[config.mk]
export PLATFORM = sky130hd
export DESIGN_NAME = vga_capture
export DESIGN_NICKNAME = d
export VERILOG_FILES = /design/src/rtl/vga_capture.sv
export SDC_FILE = /design/constraint.sdc
export NUM_CORES = 1
export LEC_CHECK = 0
export BUFFER_PORTS_ARGS = -buffer_cell sky130_fd_sc_hd__buf_2
export CORE_UTILIZATION = 30
export CTS_BUF_LIST = sky130_fd_sc_hd__clkbuf_8
export DETAILED_ROUTE_END_ITERATION = 10
export PLACE_DENSITY = 0.46
export SLEW_MARGIN = 15
export SYNTH_ARGS = -nofsm -noshare
export SYNTH_HDL_FRONTEND = slang
export SYNTH_SLANG_ARGS = --single-unit
[constraint.sdc]
create_clock -name clk -period 7.4 [get_ports clk]
set_input_delay 2.22 -clock clk [delete_from_list [all_inputs] [get_ports clk]]
set_output_delay 2.22 -clock clk [all_outputs]
set_load 0.02 [all_outputs]
[src/rtl/vga_capture.sv]
// VGA receive front end: samples RGB565 with h_sync/v_sync, rebuilds pixel coordinates
// and reports timing lock/errors. Define VGA_CAPTURE_CRC_EN to add a per-frame CRC-16 output.
module vga_capture #(
    parameter int   H_ACTIVE    = 640,
    parameter int   H_FP        = 16,
    parameter int   H_SYNC      = 96,
    parameter int   H_BP        = 48,
    parameter int   V_ACTIVE    = 480,
    parameter int   V_FP        = 10,
    parameter int   V_SYNC      = 2,
    parameter int   V_BP        = 33,
    parameter logic SYNC_ACTIVE = 1'b0
) (
    input  logic        clk,
    input  logic        rst,
    input  logic        pix_stb,
    input  logic [4:0]  vga_red,
    input  logic [5:0]  vga_green,
    input  logic [4:0]  vga_blue,
    input  logic        h_sync,
    input  logic        v_sync,
    output logic        pixel_valid,
    output logic [9:0]  pixel_x,
    output logic [9:0]  pixel_y,
    output logic [15:0] pixel_rgb,
    output logic        frame_start,
    output logic        locked,
    output logic        line_err,
    output logic        frame_err
`ifdef VGA_CAPTURE_CRC_EN
    ,
    output logic [15:0] frame_crc,
    output logic        crc_valid
`endif
);

    localparam int H_TOTAL = H_ACTIVE + H_FP + H_SYNC + H_BP;
    localparam int V_TOTAL = V_ACTIVE + V_FP + V_SYNC + V_BP;
    localparam int HS0     = H_SYNC + H_BP;
    localparam int VS0     = V_SYNC + V_BP;

    localparam logic [11:0] H_TOTAL_W = 12'(H_TOTAL);
    localparam logic [10:0] V_TOTAL_W = 11'(V_TOTAL);
    localparam logic [10:0] HS0_W     = 11'(HS0);
    localparam logic [10:0] HS1_W     = 11'(HS0 + H_ACTIVE);
    localparam logic [9:0]  VS0_W     = 10'(VS0);
    localparam logic [9:0]  VS1_W     = 10'(VS0 + V_ACTIVE);
    localparam logic [10:0] H_MAX_W   = 11'h7FF;
    localparam logic [9:0]  V_MAX_W   = 10'h3FF;
    localparam logic [1:0]  LOCK_MAX  = 2'd2;

    logic        prev_h_r;
    logic        prev_v_r;
    logic        seen_h_r;
    logic        seen_v_r;
    logic [10:0] h_cnt_r;
    logic [9:0]  v_cnt_r;
    logic [1:0]  lock_cnt_r;
    logic [1:0]  lock_nxt_s;
    logic        h_edge_s;
    logic        v_edge_s;
    logic [11:0] h_inc_s;
    logic [10:0] v_inc_s;
    logic        line_err_s;
    logic        frame_err_s;
    logic        active_s;
    logic [15:0] rgb_s;

    assign h_edge_s    = pix_stb & (h_sync == SYNC_ACTIVE) & (prev_h_r != SYNC_ACTIVE);
    assign v_edge_s    = pix_stb & (v_sync == SYNC_ACTIVE) & (prev_v_r != SYNC_ACTIVE);
    // Widened increments so a saturated counter still reads as a bad length.
    assign h_inc_s     = {1'b0, h_cnt_r} + 12'd1;
    assign v_inc_s     = {1'b0, v_cnt_r} + 11'd1;
    assign line_err_s  = h_edge_s & seen_h_r & (h_inc_s != H_TOTAL_W);
    assign frame_err_s = v_edge_s & seen_v_r & (v_inc_s != V_TOTAL_W);
    assign active_s    = pix_stb & seen_h_r & seen_v_r
                       & (h_cnt_r >= HS0_W) & (h_cnt_r < HS1_W)
                       & (v_cnt_r >= VS0_W) & (v_cnt_r < VS1_W);
    assign rgb_s       = {vga_red, vga_green, vga_blue};

    // Next lock count: any timing error clears it, good vsync intervals count up to two.
    always_comb begin
        lock_nxt_s = lock_cnt_r;
        if (line_err_s || frame_err_s) begin
            lock_nxt_s = 2'd0;
        end else if (v_edge_s && seen_v_r && (lock_cnt_r != LOCK_MAX)) begin
            lock_nxt_s = lock_cnt_r + 2'd1;
        end else begin
            lock_nxt_s = lock_cnt_r;
        end
    end

    // Sync edge history and saturating position counters.
    always_ff @(posedge clk or posedge rst) begin
        if (rst) begin
            prev_h_r <= ~SYNC_ACTIVE;
            prev_v_r <= ~SYNC_ACTIVE;
            seen_h_r <= 1'b0;
            seen_v_r <= 1'b0;
            h_cnt_r  <= 11'd0;
            v_cnt_r  <= 10'd0;
        end else if (pix_stb) begin
            prev_h_r <= h_sync;
            prev_v_r <= v_sync;
            if (h_edge_s) begin
                h_cnt_r  <= 11'd0;
                seen_h_r <= 1'b1;
            end else if (h_cnt_r != H_MAX_W) begin
                h_cnt_r <= h_cnt_r + 11'd1;
            end
            // vsync wins over a coincident hsync for the line counter
            if (v_edge_s) begin
                v_cnt_r  <= 10'd0;
                seen_v_r <= 1'b1;
            end else if (h_edge_s && (v_cnt_r != V_MAX_W)) begin
                v_cnt_r <= v_cnt_r + 10'd1;
            end
        end
    end

    // Lock counter state.
    always_ff @(posedge clk or posedge rst) begin
        if (rst) begin
            lock_cnt_r <= 2'd0;
        end else begin
            lock_cnt_r <= lock_nxt_s;
        end
    end

    // Registered pixel stream and status outputs.
    always_ff @(posedge clk or posedge rst) begin
        if (rst) begin
            pixel_valid <= 1'b0;
            pixel_x     <= 10'd0;
            pixel_y     <= 10'd0;
            pixel_rgb   <= 16'd0;
            frame_start <= 1'b0;
            locked      <= 1'b0;
            line_err    <= 1'b0;
            frame_err   <= 1'b0;
        end else begin
            pixel_valid <= active_s;
            frame_start <= active_s & (h_cnt_r == HS0_W) & (v_cnt_r == VS0_W);
            line_err    <= line_err_s;
            frame_err   <= frame_err_s;
            locked      <= (lock_nxt_s == LOCK_MAX);
            if (active_s) begin
                pixel_x   <= 10'(h_cnt_r - HS0_W);
                pixel_y   <= v_cnt_r - VS0_W;
                pixel_rgb <= rgb_s;
            end
        end
    end

`ifdef VGA_CAPTURE_CRC_EN
    localparam logic [9:0] X_LAST_W = 10'(H_ACTIVE - 1);
    localparam logic [9:0] Y_LAST_W = 10'(V_ACTIVE - 1);

    function automatic logic [15:0] crc16_ccitt(input logic [15:0] crc_in, input logic [15:0] data);
        logic [15:0] c;
        c = crc_in;
        for (int i = 15; i >= 0; i--) begin
            if (c[15] ^ data[i]) begin
                c = {c[14:0], 1'b0} ^ 16'h1021;
            end else begin
                c = {c[14:0], 1'b0};
            end
        end
        return c;
    endfunction

    logic [15:0] crc_acc_r;
    logic [15:0] crc_next_s;

    // CRC step over the registered pixel, restarting from the seed on the first pixel.
    always_comb begin
        crc_next_s = crc16_ccitt((frame_start ? 16'hFFFF : crc_acc_r), pixel_rgb);
    end

    // Frame CRC accumulator and result register.
    always_ff @(posedge clk or posedge rst) begin
        if (rst) begin
            crc_acc_r <= 16'd0;
            frame_crc <= 16'd0;
            crc_valid <= 1'b0;
        end else begin
            crc_valid <= 1'b0;
            if (pixel_valid) begin
                crc_acc_r <= crc_next_s;
                if ((pixel_x == X_LAST_W) && (pixel_y == Y_LAST_W)) begin
                    frame_crc <= crc_next_s;
                    crc_valid <= 1'b1;
                end
            end
        end
    end
`endif

endmodule

==> flow_summary.toml <==
[synth]
async_flop_share = 1.00
ys_top_cells_by_count = "66 x dfrtp_1, 28 x nor2_1, 27 x mux2_4"
netlist_top_cells_area = "dfrtp_1 46%, mux2_4 11%, xnor2_1 3.4%"
synth_nets = 343
ys_dominant_reg_cell = "dfrtp_1"
synth_top_area_share = 0.458
yosys.area.top_type = "dfrtp_1"
synth_most_common_cell = "dfrtp_1"
synth.yosys.seq_area_share = 0.472
avgSynthCellArea_um2 = 11.5
synth_edf_count = 0
syn_area_um2 = 3610
synth_seq_cells = 68
synthCells = 314
yosys_warnings = 0
synth_cell_type_count = 48

[critical_path]
r2r_cells = 7
r2r_start = "v_cnt_r[1]"
r2r_end = "pixel_x[6]"
worst-endpoint-arrival_ns = 4.02
critical_path_class = "primary input to flip-flop"
cp-start-kind = "primary input"
reg2reg_slack_ns = 4.83
critPathCaptureType = "flip-flop"
critPathLaunch = "pix_stb"
required_ns = 7.67
crit_fanout = 16
cp-endpoint = "v_cnt_r[9]"

[floorplanning]
core_um2 = 11600
die_x_um = 112
ios = 62
start_util = 0.312
die_h_um = 112
dieArea_um2 = 12500
rows = 39

[drt]
ant_nets = 0
num_vias = 2422
wl_mm = 7.37
drt_pass1_iterations = 7
vias_per_cell = 4.70
avgRoutedWirePerCell_um = 14.3
drt_iter0_drc = 143
drc = 9

[final_layout]
diodes = 0
drive_gt1_frac = 0.347
final_util = 0.361
syn_to_final_growth_pct = 15.7
fin_nets = 396
nFillCells = 1189

[clock_network]
hold_buffers = 0
htree_num_levels = 3
clkSinkCount = 68
path_clk_slew_ns = 0.08
postCtsResizedCells = 0
tritoncts = "built"
cts_buffer_depth = 2
cts_root_buf = "clkbuf_8"
numCtsBuffers = 9
clkLatencyLatePin_ns = 0.34
post_cts_buffers = 0

[timing]
grt_setup_unrepaired = "no"
fin_crit_sh = 0.507
setup_viol = 0
max_freq_ghz = 0.266
slew_headroom = 0.347
max_slew.worst_pin.slew_ns = 0.968
fin_crit_ns = 3.75
skew_ns = 0.0126
hold_violations = 0
setup-tns-final_ns = 0
slew_viol_final = 0

[power_and_ir_drop]
pwr-share-seq = 0.476
power.leakage_nw = 2.01
power.density_nw_per_um2 = 218
finalPower_uw = 912
clkPwrFrac = 0.369
combPwrFrac = 0.155
p_sw_uw = 265
p_int_uw = 647
irDropWorstVdd_v = 0.0000846
swShare = 0.290

[worst_hold_path]
hold_path.class = "flip-flop to flip-flop"

[place]
hpwl_mm = 5.05
port_buffers = 61
place_congestion = 0.788

[run_status]
violations = "DRC"
outcome = "finished with violations"

[grt]
grt_use_total = 0.128
grt_max_degree = 69
overflow = 0
grt_pass1_wl_mm = 12.4
grt_antenna_before_repair = 0
grt_pass1_vias = 2373

[run]
drv_cap = 0
## critical path, cell delays in order
cell      delay, ns
buf_2          0.18
and3b_1        0.55
o311ai_0       0.47
or3_1          0.45
a21oi_1        0.14
## area by class of cell
type                    instances  area (um2)  share of cell area
well taps                     143         179              0.0428
flip-flops and latches         68        1700               0.408
multi-input cells             210        1700               0.407
inverters                      15        56.3              0.0135
clock buffers                   9         124              0.0297
clock inverters                 7        92.6              0.0222
repair buffers                 63         320              0.0767
## routing by layer
layer	track usage	wire, um
met1	0.184	3790
met5	0	0
met4	0.0568	111
met2	0.178	3100
met3	0.0332	371
## registers in the layout, summed over array words and instances, names as in the netlist
signal / count
locked: 1
frame_err: 1
v_cnt_r: 10
h_cnt_r: 11
pixel_rgb: 16
pixel_x: 10
lock_cnt_r: 2
seen_v_r: 1
prev_v_r: 1
pixel_valid: 1
pixel_y: 10
seen_h_r: 1
line_err: 1
frame_start: 1
prev_h_r: 1
## power by group through the flow
stage	registers, mW	clock network [mW]	logic [mW]
final	0.434	0.337	0.141
after global routing	0.439	0.366	0.162
after CTS	0.434	0.349	0.144
after detailed placement	0.441	0	0.143
after global placement	0.442	0	0.141
after floorplan	0.422	0	0.122
## per-stage QoR
stage / area [um2] / hold slack, ns / worst slack [ns] / std cells
finish: 4180 / 0.503 / 3.65 / 515
global placement: 3960 / 0.482 / 3.32 / 499
floorplan: 3610 / 0.455 / 3.47 / 314
CTS: 4180 / 0.503 / 3.63 / 515
global route: 4180 / 0.528 / 3.44 / 515
detailed placement: 3960 / 0.483 / 3.22 / 499
## worst min path at each step
stage	startpoint	to	slack [ns]	cells after the start
after floorplan	seen_h_r	seen_h_r	0.45	1
after global routing	pixel_x[9]	pixel_x[9]	0.53	1
after detailed placement	seen_h_r	seen_h_r	0.48	1
final	seen_h_r	seen_h_r	0.50	1
after CTS	seen_h_r	seen_h_r	0.50	1
after global placement	seen_h_r	seen_h_r	0.48	1
## cell families (layout without fill, tap and decap cells)
family	Yosys count	in the layout	synth area share
compound gates	37	37	0.0787
xor+xnor	27	27	0.0655
fa+ha+maj	8	8	0.0277
buf+inv	36	94	0.0568
flops	68	68	0.472
mux	43	43	0.160
simple gates	95	95	0.139
## placed cells by master, fill, tap and decap left out, types with 9 or more instances in the layout
cell type and instances:
buf_2 61, clkbuf_8 9, dfrtp_1 66, inv_1 16, mux2_2 10, mux2_4 27, nand2_1 14, nor2_1 28
nor3_1 11, o21ai_0 11, xnor2_1 14, xor2_1 13
(Power assumes the default switching activity.)
